File: src/rtl/fetch_ctrl.sv
// Instruction-fetch sequencer: owns the PC, reads the instruction memory
// combinationally and registers each word into a one-entry valid/ready
// stage toward decode. Handles redirects, halt on an all-zero word and a
// sticky fault on a misaligned or out-of-range PC.
//
//   state | meaning
//   RUN   | fetching; one word per cycle when decode keeps up
//   HALT  | stopped on an all-zero word; only a redirect restarts fetch
//   FAULT | illegal PC seen; absorbing until rst
module fetch_ctrl #(
  parameter logic [31:0] RESET_PC   = 32'h0000_0000,
  parameter int          IMEM_WORDS = 256
) (
  input  logic        clk,
  input  logic        rst,
  output logic [31:0] imem_addr,
  input  logic [31:0] imem_inst,
  input  logic        redirect_valid,
  input  logic [31:0] redirect_pc,
  output logic        dec_valid,
  input  logic        dec_ready,
  output logic [31:0] dec_inst,
  output logic [31:0] dec_pc,
  output logic        halted,
  output logic        fault,
  output logic [31:0] fetch_count
);

  typedef enum logic [1:0] {
    RUN   = 2'd0,
    HALT  = 2'd1,
    FAULT = 2'd2
  } state_t;

  // Upper bound kept at 33 bits so a 4 GiB memory does not wrap to zero.
  localparam logic [32:0] PC_LIMIT = 33'(IMEM_WORDS) * 33'd4;

  state_t      state, state_nxt;
  logic [31:0] pc;
  logic        pc_legal;
  logic        redir;
  logic        fe;
  logic        fe_load;
  logic        fe_zero;
  logic        stall_hold;

  assign imem_addr  = pc;
  assign pc_legal   = (pc[1:0] == 2'b00) && ({1'b0, pc} < PC_LIMIT);
  // Redirects are dropped once faulted.
  assign redir      = redirect_valid && (state != FAULT);
  assign fe         = (state == RUN) && !redirect_valid &&
                      (!dec_valid || dec_ready) && pc_legal;
  assign fe_load    = fe && (imem_inst != 32'h0);
  assign fe_zero    = fe && (imem_inst == 32'h0);
  // Decode is stalled and nothing overrides the held word.
  assign stall_hold = dec_valid && !dec_ready && (state == RUN) &&
                      !redirect_valid && pc_legal;

  // State register.
  always_ff @(posedge clk or posedge rst) begin
    if (rst) state <= RUN;
    else     state <= state_nxt;
  end

  // Next-state decode; redirect beats everything outside FAULT.
  always_comb begin
    state_nxt = state;
    case (state)
      RUN: begin
        if (redirect_valid)  state_nxt = RUN;
        else if (!pc_legal)  state_nxt = FAULT;
        else if (fe_zero)    state_nxt = HALT;
      end
      HALT: begin
        if (redirect_valid)  state_nxt = RUN;
      end
      FAULT: state_nxt = FAULT;
      default: state_nxt = FAULT;
    endcase
  end

  // Status outputs follow the state register directly.
  always_comb begin
    halted = (state == HALT);
    fault  = (state == FAULT);
  end

  // Program counter: redirect target, or advance past a presented word.
  always_ff @(posedge clk or posedge rst) begin
    if (rst)          pc <= RESET_PC;
    else if (redir)   pc <= redirect_pc;
    else if (fe_load) pc <= pc + 32'd4;
  end

  // Decode output stage: load on fetch, hold on stall, otherwise drain/flush.
  always_ff @(posedge clk or posedge rst) begin
    if (rst) begin
      dec_valid <= 1'b0;
      dec_inst  <= 32'h0;
      dec_pc    <= 32'h0;
    end else if (fe_load) begin
      dec_valid <= 1'b1;
      dec_inst  <= imem_inst;
      dec_pc    <= pc;
    end else if (!stall_hold) begin
      dec_valid <= 1'b0;
    end
  end

  // Accepted-instruction counter, counts in every state.
  always_ff @(posedge clk or posedge rst) begin
    if (rst)                        fetch_count <= 32'h0;
    else if (dec_valid && dec_ready) fetch_count <= fetch_count + 32'd1;
  end

endmodule

File: config.mk
export PLATFORM = sky130hd
export DESIGN_NAME = fetch_ctrl
export DESIGN_NICKNAME = d
export VERILOG_FILES = /design/src/rtl/fetch_ctrl.sv
export SDC_FILE = /design/constraint.sdc
export NUM_CORES = 1
export LEC_CHECK = 0
export ABC_AREA = 1
export CORE_MARGIN = 2
export CORE_UTILIZATION = 30
export CTS_BUF_LIST = sky130_fd_sc_hd__clkbuf_4 sky130_fd_sc_hd__clkbuf_8 sky130_fd_sc_hd__clkbuf_16
export DETAILED_ROUTE_END_ITERATION = 10
export PLACE_DENSITY = 0.63
export SLEW_MARGIN = 20
export SYNTH_ARGS = -nofsm -noshare
export SYNTH_HDL_FRONTEND = slang
export SYNTH_SLANG_ARGS = --single-unit
File: constraint.sdc
create_clock -name clk -period 4.9 [get_ports clk]
set_input_delay 0.735 -clock clk [delete_from_list [all_inputs] [get_ports clk]]
set_output_delay 0.735 -clock clk [all_outputs]
set_load 0.005 [all_outputs]
Yosys cells after proc, flatten, opt, wreduce, memory -nomap -nowiden
Index checks and enable logic that the tools add are counted.
{ "word_totals": {"in_bits": 68, "reg_bits": 131} }
{ "classes": {"eq_ne": 6, "add_sub_neg": 2, "magnitude_cmp": 1, "n_reduce_logical": 22, "muxes": 9} }
{ "op_table": {"columns": ["operator", "count"], "rows": [
  ["$mux W32", 2],
  ["$add A32 B1 Y32 const B", 1],
  ["$add A32 B3 Y32 const B", 1],
  ["$logic_not A32 Y1", 1],
  ["$lt A32 B11 Y1 const B", 1],
  ["$reduce_bool A32 Y1", 1],
  ["$logic_and A1 B1 Y1", 12],
  ["$mux W2", 4],
  ["$ne A2 B2 Y1 const B", 3],
  ["$logic_not A2 Y1", 2],
  ["$ne A4 B4 Y1 const B", 1],
  ["$pmux W2 S2", 1],
  ["$logic_not A1 Y1", 3],
  ["$eq A2 B1 Y1 const B", 1],
  ["$eq A2 B2 Y1 const B", 1],
  ["$mux W1", 2],
  ["$reduce_and A2 Y1", 1],
  ["$reduce_bool A2 Y1", 1],
  ["$logic_or A1 B1 Y1", 1]
]} }

Depth between registers and ports, before layout
{ "depth": {"word_depth": 9, "mapped_depth": 10, "mapped_depth_nobuf": 10} }

Worst setup path after synthesis
No wires, ideal clock.
{ "synth_timing": {"path_kind": "in2reg", "start": "input imem_inst[16]", "end": "register pc[2], in the netlist imem_addr[2]", "setup_ns": 0.117, "path_slack_ns": 3.239, "stages": 9, "arrival_ns": 1.544, "required_ns": 4.783, "cell_sequence": "nor2_1 -> nand4_1 -> nor2_1 -> nand2_1 -> nand2_1 -> buf_6 -> nand2_2 -> nand2_1 -> nand2_1"} }
{ "synth_via": {"elab_chain_len": 3} }
{ "synth_rtl": {"columns": ["element", "line_no", "source"], "rows": [
  ["from (decl)", "17", "input logic [31:0] imem_inst,"],
  ["$reduce_bool A32 Y1", "53", "assign fe_load = fe && (imem_inst != 32'h0);"],
  ["$logic_and A1 B1 Y1", "53", null],
  ["$reduce_bool A2 Y1 (no source line)", null, null],
  ["to (signal assigned)", "91", "else if (redir) pc <= redirect_pc;"],
  ["to (signal assigned)", "92", "else if (fe_load) pc <= pc + 32'd4;"],
  ["to (decl)", "39", "logic [31:0] pc;"]
]} }
No other way between the ends.
A chain may end at the register's enable or synchronous reset.

Worst setup path after layout
{ "layout_timing": {"start": "input redirect_valid", "end": "register dec_inst[11]"} }
{ "layout_via": {"elab_chain_len": 5} }
{ "layout_rtl": {"columns": ["element", "line_no", "source"], "rows": [
  ["from (decl)", "18", "input logic redirect_valid,"],
  ["$logic_not A1 Y1", "51", "assign fe = (state == RUN) && !redirect_valid &&"],
  ["$logic_and A1 B1 Y1 (2 in series)", "51", null],
  ["$logic_and A1 B1 Y1", "52", "(!dec_valid || dec_ready) && pc_legal;"],
  ["$logic_and A1 B1 Y1", "53", null],
  ["to (signal assigned)", "103", "dec_inst <= imem_inst;"],
  ["to (decl)", "22", "output logic [31:0] dec_inst,"]
]} }
No other way between the ends.

==> flow_summary.json <==
{
  "diodes": 0,
  "post_cts_buffers": 0,
  "area_delta_synth_final_pct": 48.0,
  "status": "complete, no violations",
  "worstPathArrival_ns": 3.02,
  "coreArea_sq_um": 19300,
  "grt_pass1_wl_um": 26200,
  "ys_types": 29,
  "numPortBuffers": 198,
  "wl_per_cell_um": 13.7,
  "slew_viol_final": 0,
  "fillers": 1891,
  "syn-cell-area_sq_um": 5880,
  "power_leakage_nw": 4.14,
  "htree_num_levels": 4,
  "crit_path_max_incr_delay_ns": 0.83,
  "period_share_pct": 54.4,
  "dp_slack_ns": 1.81,
  "irDropWorstVdd_uv": 228,
  "detail-route-antenna-nets": 0,
  "drtIter0Drc": 262,
  "grt_pass1_vias": 5060,
  "critical_path_class": "input port to flip-flop",
  "initial_core_util_pct": 30.4,
  "antenna_found_initial": 0,
  "rsz0062_at_grt": "no",
  "synth.avg_cell_area_sq_um": 8.40,
  "clock-root-buffer": "clkbuf_16",
  "placed_area_sq_um": 8100,
  "final_core_util_pct": 45.0,
  "wl_um": 16200,
  "ios": 199,
  "drive_above_1_share_pct": 6.00,
  "slowest_stage": "inv_2",
  "grt_overflow": 0,
  "period_minus_slack_ns": 2.66,
  "grtUsageTotal_pct": 16.3,
  "via_count": 5125,
  "endpoint_kind": "flip-flop",
  "ys_seq_area_share_pct": 55.8,
  "place_congestion": 0.842,
  "die_x_um": 144,
  "mostFrequentLayoutCells": "nand2_1, clkdlybuf4s50_1, dfrtp_1",
  "die_area_sq_um": 20700,
  "cts.reportedPaths.clkPinSlew_ns": 0.06,
  "layout.cells.non_filler": 1181,
  "dp_hpwl_um": 11700,
  "final_common_cell": "nand2_1",
  "fin_area_sq_um": 8700,
  "powerDensity_nw_per_um2": 309,
  "hold_viol_final": 0,
  "grt_max_degree": 72,
  "yosysWarnings": 0,
  "firstDrtPassIters": 5,
  "core.rowCount": 51,
  "tightest_slew_ns": 0.954,
  "slew_headroom_pct": 36.3,
  "cts_buffers": 17,
  "maxCapViolCount": 0,
  "hold_path_class": "flip-flop to flip-flop",
  "fin_nets": 973,
  "synthCells": 700,
  "max_freq_mhz": 375,
  "clockBufferDepth": 2,
  "synth_seq_cells": 131,
  "syn-num-nets": 770,
  "whs_ns": 0.475,
  "worst-path-max-fanout": 59,
  "die_h_um": 144,
  "place_inst": 1149,
  "fin_worst_skew_ns": 0.0105,
  "holdBufCountCts": 0,
  "cp-start-kind": "input port",
  "finalSetupTns_ns": 0,
  "cp_cell_sequence": "clkdlybuf4s50_1 > nor2_1 > o21ai_1 > nor2_1 > nand2_2 > inv_2 > nand2_1 > nand2_1",
  "clock-sinks": 131,
  "crit_required_ns": 5.25,
  "drc": 0,
  "finalSetupViolCount": 0,
  "post_cts_resized": 0,
  "cts_tree": "done",
  "power.total_mw": 2.69,
  "layout_setup_ws_ns": 2.24,
  "clk_latency_ns": 0.42,
  "vias_per_cell": 4.34
}
logic make-up after synthesis:
logic type / Yosys count / share of synthesized area [%]
adder cells (fa/ha/maj): 2 / 0.426
flip-flops: 131 / 55.8
buffers and inverters: 88 / 6.81
AO/OA/AOI/OAI: 11 / 0.958
multiplexers: 11 / 1.87
XOR/XNOR: 26 / 3.87
AND/OR/NAND/NOR: 431 / 30.3
path summary, 6_finish.rpt:
kind,slack (ns),end,cells past startpoint,from
max in group asynchronous,3.16,fetch_count[2]$_DFFE_PP0P_,3,rst
worst min-delay path,0.47,fetch_count[31]$_DFFE_PP0P_,1,fetch_count[31]$_DFFE_PP0P_
worst max-delay path,2.24,dec_inst[11]$_DFFE_PP0P_,8,redirect_valid
worst min register to register,0.47,fetch_count[31]$_DFFE_PP0P_,1,fetch_count[31]$_DFFE_PP0P_
worst max register to register,2.34,dec_inst[11]$_DFFE_PP0P_,9,imem_addr[10]$_DFFE_PP0P_
min in group asynchronous,0.81,dec_pc[14]$_DFFE_PP0P_,2,rst
state kept, by name, indices dropped and copies added, names as in the netlist:
register / cells
state: 2
dec_valid: 1
dec_pc: 32
fetch_count: 32
dec_inst: 32
imem_addr: 32
synth_stat cells:
cell | number | area (sq um)
a21oi_1 | 1 | 5.00
a31oi_1 | 1 | 6.26
and2_1 | 1 | 6.26
buf_1 | 1 | 3.75
buf_2 | 8 | 40.0
buf_6 | 8 | 90.1
clkbuf_1 | 2 | 7.51
dfrtp_1 | 131 | 3280
ha_1 | 2 | 25.0
inv_1 | 66 | 248
inv_2 | 3 | 11.3
mux2i_1 | 11 | 110
nand2_1 | 262 | 983
nand2_2 | 3 | 18.8
nand2_4 | 1 | 11.3
nand3_1 | 43 | 215
nand3b_1 | 2 | 15.0
nand4_1 | 10 | 62.6
nor2_1 | 92 | 345
nor2_2 | 3 | 18.8
nor2_4 | 4 | 45.0
nor3_1 | 7 | 35.0
nor3_2 | 1 | 10.0
nor3b_1 | 1 | 7.51
o21ai_0 | 8 | 40.0
o21ai_1 | 1 | 5.00
or2_2 | 1 | 6.26
xnor2_1 | 12 | 105
xor2_1 | 14 | 123
cell type report:
class                   count  area, sq um  area share, %
repair buffers            203         2020           23.2
clock buffers              19          453           5.21
inverters                  69          264           3.04
flip-flops and latches    131         3280           37.7
multi-input cells         481         2200           25.3
well taps                 265          332           3.81
clock inverters            13          149           1.71
per-layer routing:
| layer | vias to the layer above | GRT usage (%) | wire, um |
|---|---|---|---|
| met3 | 33 | 5.86 | 1350 |
| met2 | 187 | 24.9 | 7200 |
| met4 | 0 | 6.30 | 371 |
| met1 | 2349 | 21.1 | 7290 |
| li1 | 2556 | - | - |
| met5 | - | 0 | 0 |
power breakdown:
group	switching, mW	internal (mW)	total, mW
combinational	0.0933	0.145	0.238
sequential	0.0360	1.12	1.16
clock	0.509	0.783	1.29
total	0.638	2.05	2.69
critical path: cells and delay by family:
kind	cells	cell delay, ns
AO/OA/AOI/OAI	1	0.10
AND/OR/NAND/NOR	5	0.91
buffers and inverters	2	1.26
Power figures use the tool's default switching activity.
